[src/rtl/mux_arbiter_pkg.sv]
// rtl/mux_arbiter_pkg.sv - shared types and helpers for the round-robin mux arbiter
package mux_arbiter_pkg;

  typedef enum logic {
    ST_IDLE = 1'b0,
    ST_OWN  = 1'b1
  } state_t;

  function automatic int sel_width(input int n);
    return (n <= 1) ? 1 : $clog2(n);
  endfunction

  // Supports up to eight requesters; callers zero-extend narrower vectors.
  function automatic int unsigned onehot_to_idx(input logic [7:0] oh);
    int unsigned idx;
    idx = 0;
    for (int i = 0; i < 8; i++) begin
      if (oh[i]) idx = idx | unsigned'(i);
    end
    return idx;
  endfunction

endpackage

[src/rtl/rr_pick.sv]
// rtl/rr_pick.sv - combinational rotate-priority encoder: first eligible index at or after ptr
module rr_pick #(
  parameter int NREQ  = 4,
  parameter int SEL_W = 2
) (
  input  logic [NREQ-1:0]  req,
  input  logic [SEL_W-1:0] ptr,
  input  logic [NREQ-1:0]  mask,
  output logic [SEL_W-1:0] winner,
  output logic             any_valid
);

  logic [NREQ-1:0]  eligible;
  logic [SEL_W-1:0] idx;

  assign eligible = req & ~mask;

  // Scan from the far end back toward ptr so the closest eligible index wins last.
  always_comb begin
    winner    = '0;
    any_valid = 1'b0;
    idx       = '0;
    for (int k = NREQ - 1; k >= 0; k--) begin
      idx = ptr + SEL_W'(k);
      if (eligible[idx]) begin
        winner    = idx;
        any_valid = 1'b1;
      end
    end
  end

endmodule

[src/rtl/mux_arbiter.sv]
// rtl/mux_arbiter.sv - round-robin arbiter with bounded hold window driving a shared mux select
module mux_arbiter
  import mux_arbiter_pkg::*;
#(
  parameter int NREQ     = 4,
  parameter int SEL_W    = sel_width(NREQ),
  parameter int MAX_HOLD = 8,
  parameter int CNT_W    = 8
) (
  input  logic             clk,
  input  logic             rst_n,
  input  logic [NREQ-1:0]  req,
  input  logic [NREQ-1:0]  done,
  output logic [NREQ-1:0]  gnt,
  output logic [SEL_W-1:0] sel,
  output logic             busy,
  output logic             timeout
);

  localparam logic [NREQ-1:0] ONE = {{(NREQ-1){1'b0}}, 1'b1};

  state_t           state_q, state_d;
  logic [SEL_W-1:0] ptr_q, ptr_d;
  logic [CNT_W-1:0] cnt_q, cnt_d;
  logic [NREQ-1:0]  gnt_q, gnt_d;
  logic [SEL_W-1:0] sel_q, sel_d;
  logic             to_q, to_d;

  logic [SEL_W-1:0] owner;
  logic             own_done, own_req, at_limit, voluntary, release_o;
  logic [SEL_W-1:0] pick_ptr;
  logic [NREQ-1:0]  pick_mask;
  logic [SEL_W-1:0] winner;
  logic             any_valid;

  assign owner     = SEL_W'(onehot_to_idx(8'(gnt_q)));
  assign own_done  = done[owner];
  assign own_req   = req[owner];
  assign at_limit  = (cnt_q == CNT_W'(MAX_HOLD - 1));
  assign voluntary = own_done | ~own_req;
  assign release_o = voluntary | at_limit;

  // While owning, arbitration looks ahead from the slot after the owner; a
  // voluntary release masks the owner, a pre-emption leaves it eligible.
  assign pick_ptr  = (state_q == ST_OWN) ? owner + SEL_W'(1) : ptr_q;
  assign pick_mask = (state_q == ST_OWN && voluntary) ? (ONE << owner) : '0;

  rr_pick #(
    .NREQ  (NREQ),
    .SEL_W (SEL_W)
  ) u_pick (
    .req       (req),
    .ptr       (pick_ptr),
    .mask      (pick_mask),
    .winner    (winner),
    .any_valid (any_valid)
  );

  always_ff @(posedge clk or negedge rst_n) begin
    if (!rst_n) begin
      state_q <= ST_IDLE;
      ptr_q   <= '0;
      cnt_q   <= '0;
      gnt_q   <= '0;
      sel_q   <= '0;
      to_q    <= 1'b0;
    end else begin
      state_q <= state_d;
      ptr_q   <= ptr_d;
      cnt_q   <= cnt_d;
      gnt_q   <= gnt_d;
      sel_q   <= sel_d;
      to_q    <= to_d;
    end
  end

  always_comb begin
    state_d = state_q;
    ptr_d   = ptr_q;
    cnt_d   = cnt_q;
    gnt_d   = gnt_q;
    sel_d   = sel_q;
    to_d    = 1'b0;
    case (state_q)
      ST_IDLE: begin
        if (any_valid) begin
          gnt_d   = ONE << winner;
          sel_d   = winner;
          cnt_d   = '0;
          state_d = ST_OWN;
        end
      end
      ST_OWN: begin
        if (!release_o) begin
          cnt_d = cnt_q + CNT_W'(1);
        end else begin
          ptr_d = owner + SEL_W'(1);
          to_d  = ~voluntary;
          cnt_d = '0;
          if (any_valid) begin
            gnt_d = ONE << winner;
            sel_d = winner;
          end else begin
            gnt_d   = '0;
            state_d = ST_IDLE;
          end
        end
      end
      default: state_d = ST_IDLE;
    endcase
  end

  assign gnt     = gnt_q;
  assign sel     = sel_q;
  assign busy    = |gnt_q;
  assign timeout = to_q;

endmodule

[config.mk]
export PLATFORM = sky130hd
export DESIGN_NAME = mux_arbiter
export DESIGN_NICKNAME = d
export VERILOG_FILES = /design/src/rtl/mux_arbiter_pkg.sv /design/src/rtl/rr_pick.sv /design/src/rtl/mux_arbiter.sv
export SDC_FILE = /design/constraint.sdc
export NUM_CORES = 1
export LEC_CHECK = 0
export CAP_MARGIN = 20
export CORE_MARGIN = 5
export CORE_UTILIZATION = 55
export DETAILED_ROUTE_END_ITERATION = 16
export GPL_TIMING_DRIVEN = 0
export HOLD_SLACK_MARGIN = 0.03
export PLACE_DENSITY = 0.81
export REMOVE_ABC_BUFFERS = 1
export SYNTH_ARGS = -nofsm -noshare
export SYNTH_HDL_FRONTEND = slang
export SYNTH_SLANG_ARGS = --single-unit
[constraint.sdc]
create_clock -name clk -period 7.3 [get_ports clk]
set_input_delay 1.095 -clock clk [delete_from_list [all_inputs] [get_ports clk]]
set_output_delay 1.095 -clock clk [all_outputs]
set_load 0.02 [all_outputs]
==> flow_metrics.py <==
metrics = {
    "route": {
        "via_count": 1095,
        "highest_layer": "met4",
        "viasPerCell": 6.152,
        "drt_iter0_drc": 36,
        "routedWlPerCell_um": 15.26,
        "wl_met3_um": 118,
        "final_antenna_net_count": 0,
        "first_pass_iters": 6,
        "route.detailed.drc": 0,
        "wl_met1_um": 1181,
        "wl_met2_um": 1387,
        "drt-total-wl_um": 2716,
    },
    "global_route": {
        "grt_max_degree": 19,
        "grt_use_total_pct": 17.61,
        "grt_pass1_vias": 1058,
        "grt_pass1_wl_um": 4740,
        "antenna_found_initial": 0,
        "grt-ovfl-total": 0,
    },
    "setup_path": {
        "cp-end-kind": "output port",
        "critical_path_class": "register to output port",
        "crit_required_ps": 6200,
        "slowest_stage": "clkdlybuf4s50_1",
        "ff2ff_path_depth": 9,
        "cp.arrival_ps": 2360,
        "start_kind": "register",
        "critical_path.max_fanout": 8,
        "worstPathCellList": "nor2_1 -> inv_1 -> or3_2 -> clkdlybuf4s50_1",
        "max_stage_delay_ps": 550,
    },
    "yosys": {
        "yosys_register_bits": 18,
        "synth_edf_count": 0,
        "synth_seq_area_share_pct": 36.36,
        "ys_top_cells_by_area": "dfrtp_1 (36%), mux2i_1 (5.7%), ha_1 (5.1%)",
        "yosysMostFrequentCell": "dfrtp_1",
        "syn_area_sq_mm": 0.001239,
        "synth_cells": 134,
        "synth_cell_type_count": 47,
        "synth_flop_cell": "dfrtp_1",
        "synthTopCellsByCount": "dfrtp_1 (18), nand2_1 (16), a21oi_1 (10), nor2_1 (10)",
        "synth_top_area_cell": "dfrtp_1",
        "synth_top_area_share_pct": 36.36,
        "synthArstFlopShare_pct": 100.0,
        "ys.warnings.count": 0,
        "synth.avg_cell_area_sq_um": 9.244,
    },
    "clock_tree": {
        "cts_root_buf": "clkbuf_4",
        "cts-buffers-inserted": 3,
        "cts.sinks": 18,
        "cts.path.max_buffers": 2,
        "cts_tree": "yes",
        "hold_buffers": 0,
        "clk_latency_ps": 290,
        "htreeDepth": 1,
        "post-cts-setup-buffers": 0,
        "clkTransAtPathRegs_ps": 100,
        "cts_resized": 0,
    },
    "floorplanning": {
        "rows": 17,
        "dieArea_sq_mm": 0.003301,
        "num_io_pins": 18,
        "die_y_um": 57.46,
        "initial_core_util_pct": 56.54,
        "die_w_um": 57.46,
        "coreArea_sq_mm": 0.002191,
    },
    "sta": {
        "clock_skew_ps": 9.605,
        "finalSetupTns_ps": 0,
        "finalWorstSetupSlack_ps": 3845,
        "hold_viol_final": 0,
        "slew_headroom_pct": 36.29,
        "period_share_pct": 47.33,
        "fmax_ghz": 0.2894,
        "worst_pin_slew_ps": 947.8,
        "finalMaxSlewViolations": 0,
        "post-route-min-period_ps": 3455,
        "grt_setup_unrepaired": "no",
        "setup_viol": 0,
    },
    "worst_hold_path": {
        "hold_class": "register to register",
        "min_path_cells": 2,
    },
    "cells_and_area": {
        "nFillCells": 192,
        "fin_nets": 166,
        "diodes": 0,
        "drive_above_1_share_pct": 9.333,
        "syn2layout_area_growth_pct": 17.78,
    },
    "place": {
        "portBuffers": 17,
        "gp_congestion": 0.8273,
        "dp_slack_ps": 3611,
        "place_hpwl_um": 2077,
    },
    "power_and_ir_drop": {
        "leakage_nw": 0.6507,
        "ir_worst_vdd_mv": 0.2063,
        "power.density_mw_per_mm2": 407.6,
        "total_power_mw": 0.5946,
    },
    "job": {
        "cap_violations": 0,
    },
    "run_status": {
        "run_status": "complete, no violations",
    },
}
==> cell usage in the layout (no fill, tap or decap), types with 2 or more instances in the layout <==
master and n:
a32o_1 2, clkdlybuf4s50_1 17, ha_1 5, inv_1 4
o221ai_1 2, nand2b_1 2, nand2_1 16, nand3_1 2
mux2i_1 7, o21a_1 2, nor2_1 10, or4_1 2
mux2_1 3, a21o_1 2, dfrtp_1 18, o21ai_0 3
o41a_1 2, a211oi_1 2, and3_1 7, clkbuf_4 3
nor3_1 4, a21oi_1 10
==> cells by family after synthesis <==
kind of cell               synth area share [%]
DFF                                       36.36
AOI/OAI and AO/OA                         23.43
buffers and inverters                     3.939
and+or+nand+nor                           22.83
muxes                                     8.384
adders and majority gates                 5.051
==> critical path, delay by kind of cell (launching register included) <==
family / cells / cell delay, ps
AND/OR/NAND/NOR: 2 / 890
buffers and inverters: 2 / 740
flip-flops: 1 / 440
==> power breakdown <==
part | total (mW) | leakage [nW] | switching, mW | internal (mW)
logic | 0.380 | 0.396 | 0.219 | 0.160
registers | 0.155 | 0.234 | 0.0268 | 0.128
clock network | 0.0601 | 0.0210 | 0.0297 | 0.0304
total | 0.595 | 0.651 | 0.276 | 0.319
==> state kept, by name, summed over array words and instances (netlist names) <==
register and count:
cnt_q 8, gnt 4, ptr_q 2, sel 2, state_q 1, timeout 1
==> through the flow <==
step / hold WS [ps] / instance area, sq um / utilization (%) / cells
CTS: 486.1 / 1459 / 66.59 / 178
global route: 503.1 / 1459 / 66.59 / 178
global placement: 460.6 / 1416 / 64.65 / 174
floorplan: 442.2 / 1211 / - / 129
detailed placement: 462.4 / 1423 / 64.93 / 174
finish: 477.1 / 1459 / 66.59 / 178
==> final cells by class <==
cell class / count / area [sq um] / area share, %
Inverter: 5 / 21.27 / 1.458
Timing Repair Buffer: 17 / 170.2 / 11.66
Multi-Input combinational cell: 106 / 745.7 / 51.11
Sequential cell: 18 / 450.4 / 30.87
Clock buffer: 4 / 36.28 / 2.487
Tap cell: 28 / 35.03 / 2.401
==> final timing paths <==
kind	start	to	slack [ps]
max in group asynchronous	rst_n	gnt[0]	5540
worst min-delay path	ptr_q[0]	ptr_q[0]	480
min in group asynchronous	rst_n	gnt[3]	1260
worst max register to register	gnt[1]	sel[0]	4280
worst max-delay path	gnt[1]	busy	3840
worst min register to register	ptr_q[0]	ptr_q[0]	480
==> per-layer routing <==
metal	vias up	global-route usage, %
li1	537	-
met1	516	21.99
met2	38	29.84
met3	4	2.489
met4	0	7.947
met5	-	0
(Power assumes the default switching activity.)
